--- config.mk ---
export PLATFORM = sky130hd
export DESIGN_NAME = regfile_writeback_flat
export DESIGN_NICKNAME = d
export VERILOG_FILES = /design/src/rtl/regfile_writeback_if.sv /design/src/rtl/regfile_writeback.sv /design/src/flat_wrapper.sv
export SDC_FILE = /design/constraint.sdc
export NUM_CORES = 1
export LEC_CHECK = 0
export ABC_AREA = 0
export CAP_MARGIN = 25
export CORE_ASPECT_RATIO = 2
export CORE_UTILIZATION = 45
export CTS_CLUSTER_DIAMETER = 40
export CTS_CLUSTER_SIZE = 40
export DETAILED_ROUTE_END_ITERATION = 10
export GPL_ROUTABILITY_DRIVEN = 0
export GPL_TIMING_DRIVEN = 0
export PLACE_DENSITY = 0.77
export SLEW_MARGIN = 20
export SYNTH_ARGS = -nofsm -noshare
export SYNTH_HDL_FRONTEND = slang
export SYNTH_SLANG_ARGS = --single-unit
--- constraint.sdc ---
create_clock -name clk -period 5 [get_ports clk]
set_input_delay 0.5 -clock clk [delete_from_list [all_inputs] [get_ports clk]]
set_output_delay 0.5 -clock clk [all_outputs]
set_load 0.01 [all_outputs]
--- src/rtl/regfile_writeback_if.sv ---
// Writeback bus bundle: execute and load result handshakes in, register-file
// write port, pending-destination mask and FIFO occupancy out.
interface regfile_writeback_if #(
  parameter int DEPTH = 4
);
  logic                   exValid;
  logic                   exReady;
  logic [4:0]             exRd;
  logic [31:0]            exData;
  logic                   lsuValid;
  logic                   lsuReady;
  logic [4:0]             lsuRd;
  logic [31:0]            lsuData;
  logic                   writeEn;
  logic [4:0]             writeAddr;
  logic [31:0]            writeData;
  logic [31:0]            pendingMask;
  logic [$clog2(DEPTH):0] fifoCount;

  modport slave (
    input  exValid, exRd, exData, lsuValid, lsuRd, lsuData,
    output exReady, lsuReady, writeEn, writeAddr, writeData, pendingMask, fifoCount
  );

  modport master (
    output exValid, exRd, exData, lsuValid, lsuRd, lsuData,
    input  exReady, lsuReady, writeEn, writeAddr, writeData, pendingMask, fifoCount
  );
endinterface

--- src/rtl/regfile_writeback.sv ---
// Register-file write front end: load results bypass, execute results queue in a FIFO.
// Optional load-vs-FIFO fairness is enabled with the WB_FAIRNESS_EN macro.
module regfile_writeback #(
  parameter int DEPTH        = 4,
  parameter int STARVE_LIMIT = 8
) (
  input  logic                  clk,
  input  logic                  rst,
  regfile_writeback_if.slave    wb
);

  localparam int AW = $clog2(DEPTH);

  if (DEPTH < 2 || (DEPTH & (DEPTH - 1)) != 0 || STARVE_LIMIT < 1) begin : g_bad_params
    $error("regfile_writeback: DEPTH must be a power of 2 >= 2 and STARVE_LIMIT >= 1");
  end

  logic [4:0]    r_rd   [DEPTH];
  logic [31:0]   r_data [DEPTH];
  logic [AW-1:0] r_wptr;
  logic [AW-1:0] r_rptr;
  logic [AW:0]   r_count;

  logic          r_wen;
  logic [4:0]    r_waddr;
  logic [31:0]   r_wdata;

  logic          w_full;
  logic          w_empty;
  logic          w_ex_acc;
  logic          w_lsu_ready;
  logic          w_lsu_acc;
  logic          w_deq;
  logic          w_sel_valid;
  logic [4:0]    w_sel_rd;
  logic [31:0]   w_sel_data;
  logic [31:0]   w_mask;

  assign w_full    = (r_count == (AW+1)'(DEPTH));
  assign w_empty   = (r_count == (AW+1)'(0));
  assign w_ex_acc  = wb.exValid && !w_full;
  assign w_lsu_acc = wb.lsuValid && w_lsu_ready;
  assign w_deq     = !w_empty && !w_lsu_acc;

`ifdef WB_FAIRNESS_EN
  localparam int SW = $clog2(STARVE_LIMIT + 1);

  logic [SW-1:0] r_starve;
  logic          w_starved;

  // A starved FIFO blocks the load port for one cycle so its head wins.
  assign w_starved   = !w_empty && (r_starve == SW'(STARVE_LIMIT));
  assign w_lsu_ready = !w_starved;

  // Starvation counter: counts consecutive cycles a non-empty FIFO loses to a load.
  always_ff @(posedge clk) begin
    if (rst) begin
      r_starve <= SW'(0);
    end else if (w_empty || w_deq) begin
      r_starve <= SW'(0);
    end else if (w_lsu_acc) begin
      r_starve <= r_starve + SW'(1);
    end else begin
      r_starve <= r_starve;
    end
  end
`else
  assign w_lsu_ready = 1'b1;
`endif

  // Arbitration: accepted load first, then the FIFO head, else nothing.
  always_comb begin
    w_sel_valid = 1'b0;
    w_sel_rd    = 5'd0;
    w_sel_data  = 32'd0;
    if (w_lsu_acc) begin
      w_sel_valid = 1'b1;
      w_sel_rd    = wb.lsuRd;
      w_sel_data  = wb.lsuData;
    end else if (w_deq) begin
      w_sel_valid = 1'b1;
      w_sel_rd    = r_rd[r_rptr];
      w_sel_data  = r_data[r_rptr];
    end else begin
      w_sel_valid = 1'b0;
    end
  end

  // FIFO storage; validity is tracked by the pointers, so no reset is needed here.
  always_ff @(posedge clk) begin
    if (w_ex_acc) begin
      r_rd[r_wptr]   <= wb.exRd;
      r_data[r_wptr] <= wb.exData;
    end
  end

  // FIFO pointers and occupancy.
  always_ff @(posedge clk) begin
    if (rst) begin
      r_wptr  <= AW'(0);
      r_rptr  <= AW'(0);
      r_count <= (AW+1)'(0);
    end else begin
      r_wptr <= w_ex_acc ? r_wptr + AW'(1) : r_wptr;
      r_rptr <= w_deq    ? r_rptr + AW'(1) : r_rptr;
      case ({w_ex_acc, w_deq})
        2'b10:   r_count <= r_count + (AW+1)'(1);
        2'b01:   r_count <= r_count - (AW+1)'(1);
        default: r_count <= r_count;
      endcase
    end
  end

  // Output stage; an x0 destination is consumed but produces no write.
  always_ff @(posedge clk) begin
    if (rst) begin
      r_wen   <= 1'b0;
      r_waddr <= 5'd0;
      r_wdata <= 32'd0;
    end else if (w_sel_valid && (w_sel_rd != 5'd0)) begin
      r_wen   <= 1'b1;
      r_waddr <= w_sel_rd;
      r_wdata <= w_sel_data;
    end else begin
      r_wen   <= 1'b0;
      r_waddr <= 5'd0;
      r_wdata <= 32'd0;
    end
  end

  // Pending mask: every valid FIFO slot plus the staged write; x0 is never pending.
  always_comb begin
    w_mask = 32'd0;
    for (int i = 0; i < DEPTH; i++) begin
      w_mask = w_mask | (({1'b0, AW'(i) - r_rptr} < r_count) ? (32'd1 << r_rd[i]) : 32'd0);
    end
    w_mask    = w_mask | (r_wen ? (32'd1 << r_waddr) : 32'd0);
    w_mask[0] = 1'b0;
  end

  assign wb.exReady     = !w_full;
  assign wb.lsuReady    = w_lsu_ready;
  assign wb.writeEn     = r_wen;
  assign wb.writeAddr   = r_waddr;
  assign wb.writeData   = r_wdata;
  assign wb.pendingMask = w_mask;
  assign wb.fifoCount   = r_count;

endmodule
--- src/flat_wrapper.sv ---
// flat-port wrapper written by rule: the top's interface ports become plain ports
module regfile_writeback_flat 
#(
  parameter int DEPTH        = 4,
  parameter int STARVE_LIMIT = 8
)
  (clk, rst, wb_exValid, wb_exRd, wb_exData, wb_lsuValid, wb_lsuRd, wb_lsuData, wb_exReady, wb_lsuReady, wb_writeEn, wb_writeAddr, wb_writeData, wb_pendingMask, wb_fifoCount);
  regfile_writeback_if #(.DEPTH(DEPTH)) wb_i ();
  input  logic clk;
  input  logic rst;
  input wire logic [$bits(wb_i.exValid)-1:0] wb_exValid;
  input wire logic [$bits(wb_i.exRd)-1:0] wb_exRd;
  input wire logic [$bits(wb_i.exData)-1:0] wb_exData;
  input wire logic [$bits(wb_i.lsuValid)-1:0] wb_lsuValid;
  input wire logic [$bits(wb_i.lsuRd)-1:0] wb_lsuRd;
  input wire logic [$bits(wb_i.lsuData)-1:0] wb_lsuData;
  output wire logic [$bits(wb_i.exReady)-1:0] wb_exReady;
  output wire logic [$bits(wb_i.lsuReady)-1:0] wb_lsuReady;
  output wire logic [$bits(wb_i.writeEn)-1:0] wb_writeEn;
  output wire logic [$bits(wb_i.writeAddr)-1:0] wb_writeAddr;
  output wire logic [$bits(wb_i.writeData)-1:0] wb_writeData;
  output wire logic [$bits(wb_i.pendingMask)-1:0] wb_pendingMask;
  output wire logic [$bits(wb_i.fifoCount)-1:0] wb_fifoCount;
  assign wb_i.exValid = wb_exValid;
  assign wb_i.exRd = wb_exRd;
  assign wb_i.exData = wb_exData;
  assign wb_i.lsuValid = wb_lsuValid;
  assign wb_i.lsuRd = wb_lsuRd;
  assign wb_i.lsuData = wb_lsuData;
  assign wb_exReady = wb_i.exReady;
  assign wb_lsuReady = wb_i.lsuReady;
  assign wb_writeEn = wb_i.writeEn;
  assign wb_writeAddr = wb_i.writeAddr;
  assign wb_writeData = wb_i.writeData;
  assign wb_pendingMask = wb_i.pendingMask;
  assign wb_fifoCount = wb_i.fifoCount;
  regfile_writeback #(.DEPTH(DEPTH), .STARVE_LIMIT(STARVE_LIMIT)) u_core (.clk(clk), .rst(rst), .wb(wb_i));
endmodule
==> results.cfg, run 1 <==
[outcome]
outcome = finished, violations left
violations = DRC

[clocking]
numCtsBuffers = 17
cts_hold_buf = 0
clk_path_buf_depth = 2
cts_tree = done
cts.sinks = 195
cts_setup_buffers = 0
cts_root_buf = clkbuf_16
htree_levels = 4
clk_latency_ps = 440
path_clk_slew_ps = 70
cts_resized = 0

[yosys]
ys_warn_count = 0
synthFlopType = edfxtp_1
synth.distinct_cells = 50
syn_area_mm2 = 0.00898
synthCells = 680
syn_area_per_cell_um2 = 13.2
ys_ff_latch = 195
synthesis.nets = 768
async_reset_ff_frac = 0
seq_area_frac_synth = 0.599
synth_edf_count = 148

[timing]
relSlewSlack = 0.334
setup_viol = 0
hold_violations = 0
final.min_clock_period_ps = 4260
fin_crit_sh = 0.851
timing.final.max_slew_violations = 0
worst_slew_pin_slew_ps = 997
fin_worst_skew_ps = 14.5
fin_tns_setup_ps = 0
rsz0062_at_grt = false
fmax_mhz = 235

[run]
maxCapViolCount = 0

[finish]
stdcell_area_mm2 = 0.0115
layout-drive-gt1-share = 0.157
area_growth_pct = 28.2
fin_util = 0.592
n_fill_cell = 1593
final_nets = 942

[worst_setup_path]
critPathArrivalTime_ps = 3760
worstPathRequired_ps = 4500
crit_fanout = 10
cpPeakStageDelay_ps = 850
cp_top_family = buffers and inverters
critPathLaunchType = register
crit_path_cell_trace = clkbuf_1 -> xnor2_1 -> ha_1 -> nor2b_1 -> a211oi_2 -> clkbuf_1 -> nand3_1 -> nand4_1 -> clkdlybuf4s50_1
end_kind = output port
cp_slowest_cell = a211oi_2
crit_buf_inv = 3
cpMostUsedCell = clkbuf_1
worstSetupPathType = reg2out

[route]
wl_per_cell_um = 23.2
drtIter0Drc = 433
postRouteAntennaNets = 0
drc = 1
drt_wl_total_mm = 26.2
via_per_inst = 5.95
num_vias = 6718
first_pass_iters = 9

[place]
dp_hpwl_mm = 18.7
placed_area_mm2 = 0.0109
port_buffers = 149

[die]
core-area_mm2 = 0.0195
pin_count = 153
rows = 72
start_util = 0.462
die_x_um = 102
die-height_um = 202
dieArea_mm2 = 0.0206

[power_and_ir_drop]
power_frac_comb = 0.343
power.internal_mw = 3.42
seq_power_share = 0.398
power.density_mw_per_mm2 = 445
clkPwrFrac = 0.259
p_leak_nw = 3.73
swShare = 0.332
vdd_drop_max_v = 0.000248
p_sw_mw = 1.70

[global_routing]
use_met3 = 0.0968
use_met1 = 0.260
grt_pass1_vias = 6827
antenna_found_initial = 3
grt_start_max_net_pins = 23
grt_pass1_wl_mm = 39.4
grt.met2_usage = 0.464
grt.total_usage = 0.271
grt_overflow = 0
busiest_layer = met2

[worst_hold_path]
hold_path.class = reg2reg
state kept, by name, summed over array words and instances (netlist names), named ones only:
register	count
u_core.r_rptr	2
u_core.r_wptr	2
u_core.wb.fifoCount	3
u_core.wb.writeAddr	5
u_core.r_data	128
u_core.wb.writeEn	1
u_core.wb.writeData	32
u_core.r_rd	20
synth_stat cells, types with 2 or more instances:
cell       instances  share of area
edfxtp_1         148           0.49
nand3_1           53          0.030
dfxtp_1           47           0.10
a22oi_1           42          0.035
mux4_2            37          0.093
nor2_1            35          0.015
nand2_1           31          0.013
a21oi_2           29          0.028
nand4_1           27          0.019
nor2b_1           27          0.019
clkbuf_1          25          0.010
a21oi_1           20          0.011
inv_1             14         0.0058
nand2b_1          14         0.0097
a31oi_1           13         0.0091
nor3_1            12         0.0067
a32oi_1           11          0.011
and2_1             9         0.0063
ha_1               9          0.013
buf_1              6         0.0025
buf_2              6         0.0033
and3_1             5         0.0035
buf_4              5         0.0042
clkbuf_2           5         0.0028
nor4_1             5         0.0035
a211oi_2           4         0.0056
buf_6              4         0.0050
o2111a_1           4         0.0050
xnor2_1            4         0.0039
a2111oi_1          3         0.0033
nand4b_1           3         0.0029
conb_1             2        0.00084
nor3b_1            2         0.0017
or4_1              2         0.0017
xor2_1             2         0.0020
cell type report:
cell class | count | area (µm²) | share of cell area
Tap cell | 259 | 324 | 0.0281
Timing Repair Buffer | 155 | 1590 | 0.138
Inverter | 14 | 52.6 | 0.00456
Buffer | 52 | 262 | 0.0227
Sequential cell | 195 | 5390 | 0.468
Clock inverter | 15 | 155 | 0.0135
Multi-Input combinational cell | 419 | 3310 | 0.288
Clock buffer | 17 | 425 | 0.0369
Antenna cell | 3 | 7.51 | 0.000652
routing by layer:
| layer | routed length, µm | vias to the layer above |
|---|---|---|
| li1 | - | 3013 |
| met1 | 8280 | 3213 |
| met2 | 13800 | 376 |
| met3 | 2180 | 116 |
| met4 | 1990 | 0 |
| met5 | 0 | - |
power by group through the flow:
stage	Sequential (mW)	Clock (mW)	Combinational (mW)
3_3_place_gp	2.07	0	1.67
4_1_cts	2.04	1.36	1.73
6_report	2.04	1.33	1.76
3_5_place_dp	2.07	0	1.72
5_1_grt	2.06	1.42	1.88
2_1_floorplan	2.09	0	1.02
logic make-up (layout without fill, tap and decap cells):
group / count (synthesis) / after routing / synth area share
other cells: 2 / 5 / 0.000836
flops: 195 / 195 / 0.599
simple gates: 231 / 231 / 0.136
compound gates: 133 / 133 / 0.115
mux: 37 / 37 / 0.0928
fa+ha+maj: 10 / 10 / 0.0148
xor+xnor: 6 / 6 / 0.00585
buf+inv: 66 / 253 / 0.0350
worst min-delay path, cell delays in order (launching register included):
cell and delay [ps]:
dfxtp_1 350, nand2_1 70, a21oi_1 60
placed cells by master, fill, tap and decap left out, types with 4 or more instances in the layout:
master,count
clkdlybuf4s50_1,149
edfxtp_1,148
nand3_1,53
dfxtp_1,47
a22oi_1,42
mux4_2,37
nor2_1,35
nand2_1,31
a21oi_2,29
nor2b_1,27
nand4_1,27
clkbuf_1,26
a21oi_1,20
clkbuf_16,17
inv_1,14
nand2b_1,14
a31oi_1,13
nor3_1,12
a32oi_1,11
and2_1,9
ha_1,9
inv_6,8
buf_1,7
buf_2,6
clkbuf_2,5
nor4_1,5
buf_4,5
xnor2_1,4
a211oi_2,4
o2111a_1,4
and3_2,4
buf_6,4
path summary, 6_finish.rpt:
kind / from / end / slack, ps / depth (start not counted)
hold / removal: u_core.r_wptr[1]$_SDFFE_PP0P_ / u_core.r_wptr[1]$_SDFFE_PP0P_ / 520 / 2
setup / recovery: u_core.r_rptr[0]$_SDFFE_PP0P_ / wb_pendingMask[24] / 740 / 9
setup reg to reg: u_core.wb.fifoCount[0]$_SDFFE_PP0P_ / u_core.wb.fifoCount[2]$_SDFFE_PP0P_ / 1940 / 10
hold reg to reg: u_core.r_wptr[1]$_SDFFE_PP0P_ / u_core.r_wptr[1]$_SDFFE_PP0P_ / 520 / 2
stage by stage:
step,hold slack (ps),cells,power [mW],worst slack [ps]
finish,516,1129,5.13,745
global route,538,1128,5.36,462
CTS,503,1125,5.13,932
detailed placement,493,1093,3.80,1410
global placement,490,1088,3.74,1250
floorplan,469,680,3.11,2410
Note: power is estimated with default switching activity, not from simulation.
==> run 2, diff against run 1 <==
Settings changed: CAP_MARGIN 25 to 10, PLACE_DENSITY 0.77 to 0.8.
Clock period 5 ns to 3.5 ns, I/O delays scaled along.
==> run 2 against run 1 <==
Against the previous run: the flow now finishes without violations; clock-buffer cell count did not move; register-to-register slack worse by 1600 ps; combinational power increased by 52%; non-clock buffer count up 5; critical path type unchanged; utilization up 0.75 points; clock skew decreased by 3.7 ps.
==> results.cfg, run 2 (same netlist as run 1, synthesis figures left out) <==
[timing]
worst_slack_ps = 9.67
hold_violations = 0
fin_worst_skew_ps = 10.8
fin_crit_sh = 0.997
setup_viol = 0
rsz0062_at_grt = true
worst_slew_pin_slew_ps = 990
timing.final.max_slew_violations = 0
fmax_mhz = 287
timing.hold.ws_ps = 385
relSlewSlack = 0.335
final.min_clock_period_ps = 3490

[power_and_ir_drop]
power.internal_mw = 4.89
p_total_mw = 7.44
clkPwrFrac = 0.244
vdd_drop_max_v = 0.000477
swShare = 0.342
p_leak_nw = 3.78
power.density_mw_per_mm2 = 637
power_frac_comb = 0.361
seq_power_share = 0.396
p_sw_mw = 2.55

[worst_setup_path]
crit_path_cell_trace = clkbuf_1 -> nand2b_1 -> a211oi_4 -> clkbuf_2 -> nand3_1 -> nand4_1 -> clkdlybuf4s50_1
crit_fanout = 10
worstPathRequired_ps = 3150
cp_slowest_cell = clkdlybuf4s50_1
worstSetupPathType = reg2out
cpPeakStageDelay_ps = 550
cp_top_family = buffers and inverters
crit_buf_inv = 3
critPathArrivalTime_ps = 3140
critPathLaunchType = register
end_kind = output port

[finish]
multiInputGateArea_mm2 = 0.00345
final_cell_mix = 149 x clkdlybuf4s50_1, 148 x edfxtp_1, 53 x nand3_1
final_nets = 947
regMostFlops = u_core.r_data
area_growth_pct = 29.8
n_fill_cell = 1559
regArea_mm2 = 0.00539
finalNonFillerCells = 1132
layout-drive-gt1-share = 0.181
mostFrequentLayoutCell = clkdlybuf4s50_1
stdcell_area_mm2 = 0.0117
largest_reg_flops = 128

[die]
pin_count = 153
dieArea_mm2 = 0.0206
die-height_um = 202
rows = 72
die_x_um = 102
core-area_mm2 = 0.0195
start_util = 0.462

[route]
drc = 0
via_per_inst = 6.11
first_pass_iters = 7
wl_per_cell_um = 24.2
postRouteAntennaNets = 0
drtIter0Drc = 580
drt_wl_total_mm = 27.4
num_vias = 6912

[place]
dp.cells = 1092
port_buffers = 149
pre_cts_ws_ps = -20.4
dp_hpwl_mm = 19.1
placed_area_mm2 = 0.0109

[clocking]
clk_path_buf_depth = 2
numCtsBuffers = 17
cts_root_buf = clkbuf_16
cts_tree = done
path_clk_slew_ps = 70
cts.sinks = 195
htree_levels = 4
clk_latency_ps = 440

[worst_hold_path]
hold_path.class = in2reg

[global_routing]
grt_start_max_net_pins = 24
grt_pass1_vias = 6982
grt.total_usage = 0.282
antenna_found_initial = 2
grt_pass1_wl_mm = 41.0
grt_overflow = 0

[outcome]
outcome = finished clean

[run]
maxCapViolCount = 0
run 2: cell types whose count changed in the layout (fill, tap and decap cells not counted), moves of 3 or more:
cell       before  now
clkbuf_1       26   21
a211oi_2        4    1
buf_4           5   13
a2111oi_4       1    5
clkbuf_2        5    8
nor2b_1        27   24
a211oi_4        0    4
run 2: cell type report:
type | count | area share
flip-flops and latches | 195 | 0.462
multi-input cells | 419 | 0.296
repair buffers | 161 | 0.140
clock buffers | 17 | 0.0365
well taps | 259 | 0.0278
plain buffers | 51 | 0.0230
clock inverters | 15 | 0.0104
inverters | 14 | 0.00451
diodes | 1 | 0.000215
run 2: what timing repair did:
item                       4_1_cts  5_1_grt
pin swaps                        1        5
buffers inserted                 1        7
setup endpoints to repair       31       30
gates resized for setup         14       16
hold buffers                     0        0
run 2: metrics by stage:
step	setup TNS, ps	util
2_1_floorplan	0	-
3_3_place_gp	-1080	0.555
3_5_place_dp	-99.3	0.560
4_1_cts	0	0.592
5_1_grt	-369	0.599
6_report	0	0.599
run 2: final timing paths:
kind | from | endpoint | slack [ps] | cells past startpoint
worst max-delay path | u_core.wb.fifoCount[0]$_SDFFE_PP0P_ | wb_pendingMask[6] | 10 | 7
worst max register to register | u_core.wb.fifoCount[0]$_SDFFE_PP0P_ | u_core.wb.fifoCount[2]$_SDFFE_PP0P_ | 370 | 10
worst min-delay path | rst | u_core.r_wptr[0]$_SDFFE_PP0P_ | 390 | 2
worst min register to register | u_core.r_wptr[1]$_SDFFE_PP0P_ | u_core.r_wptr[1]$_SDFFE_PP0P_ | 540 | 2
run 2: power groups by stage:
stage                     Sequential (mW)  Combinational, mW  Clock, mW
after floorplan                      2.99               1.45          0
after global placement               2.96               2.40          0
after detailed placement             2.97               2.46          0
after CTS                            2.94               2.55       1.84
after global routing                 2.97               2.86       1.92
final                                2.94               2.68       1.81
run 2: routing by layer:
| layer | GRT usage | wire length, µm |
|---|---|---|
| met3 | 0.0972 | 2420 |
| met4 | 0.212 | 2140 |
| met2 | 0.483 | 14400 |
| met5 | 0 | 0 |
| met1 | 0.271 | 8420 |
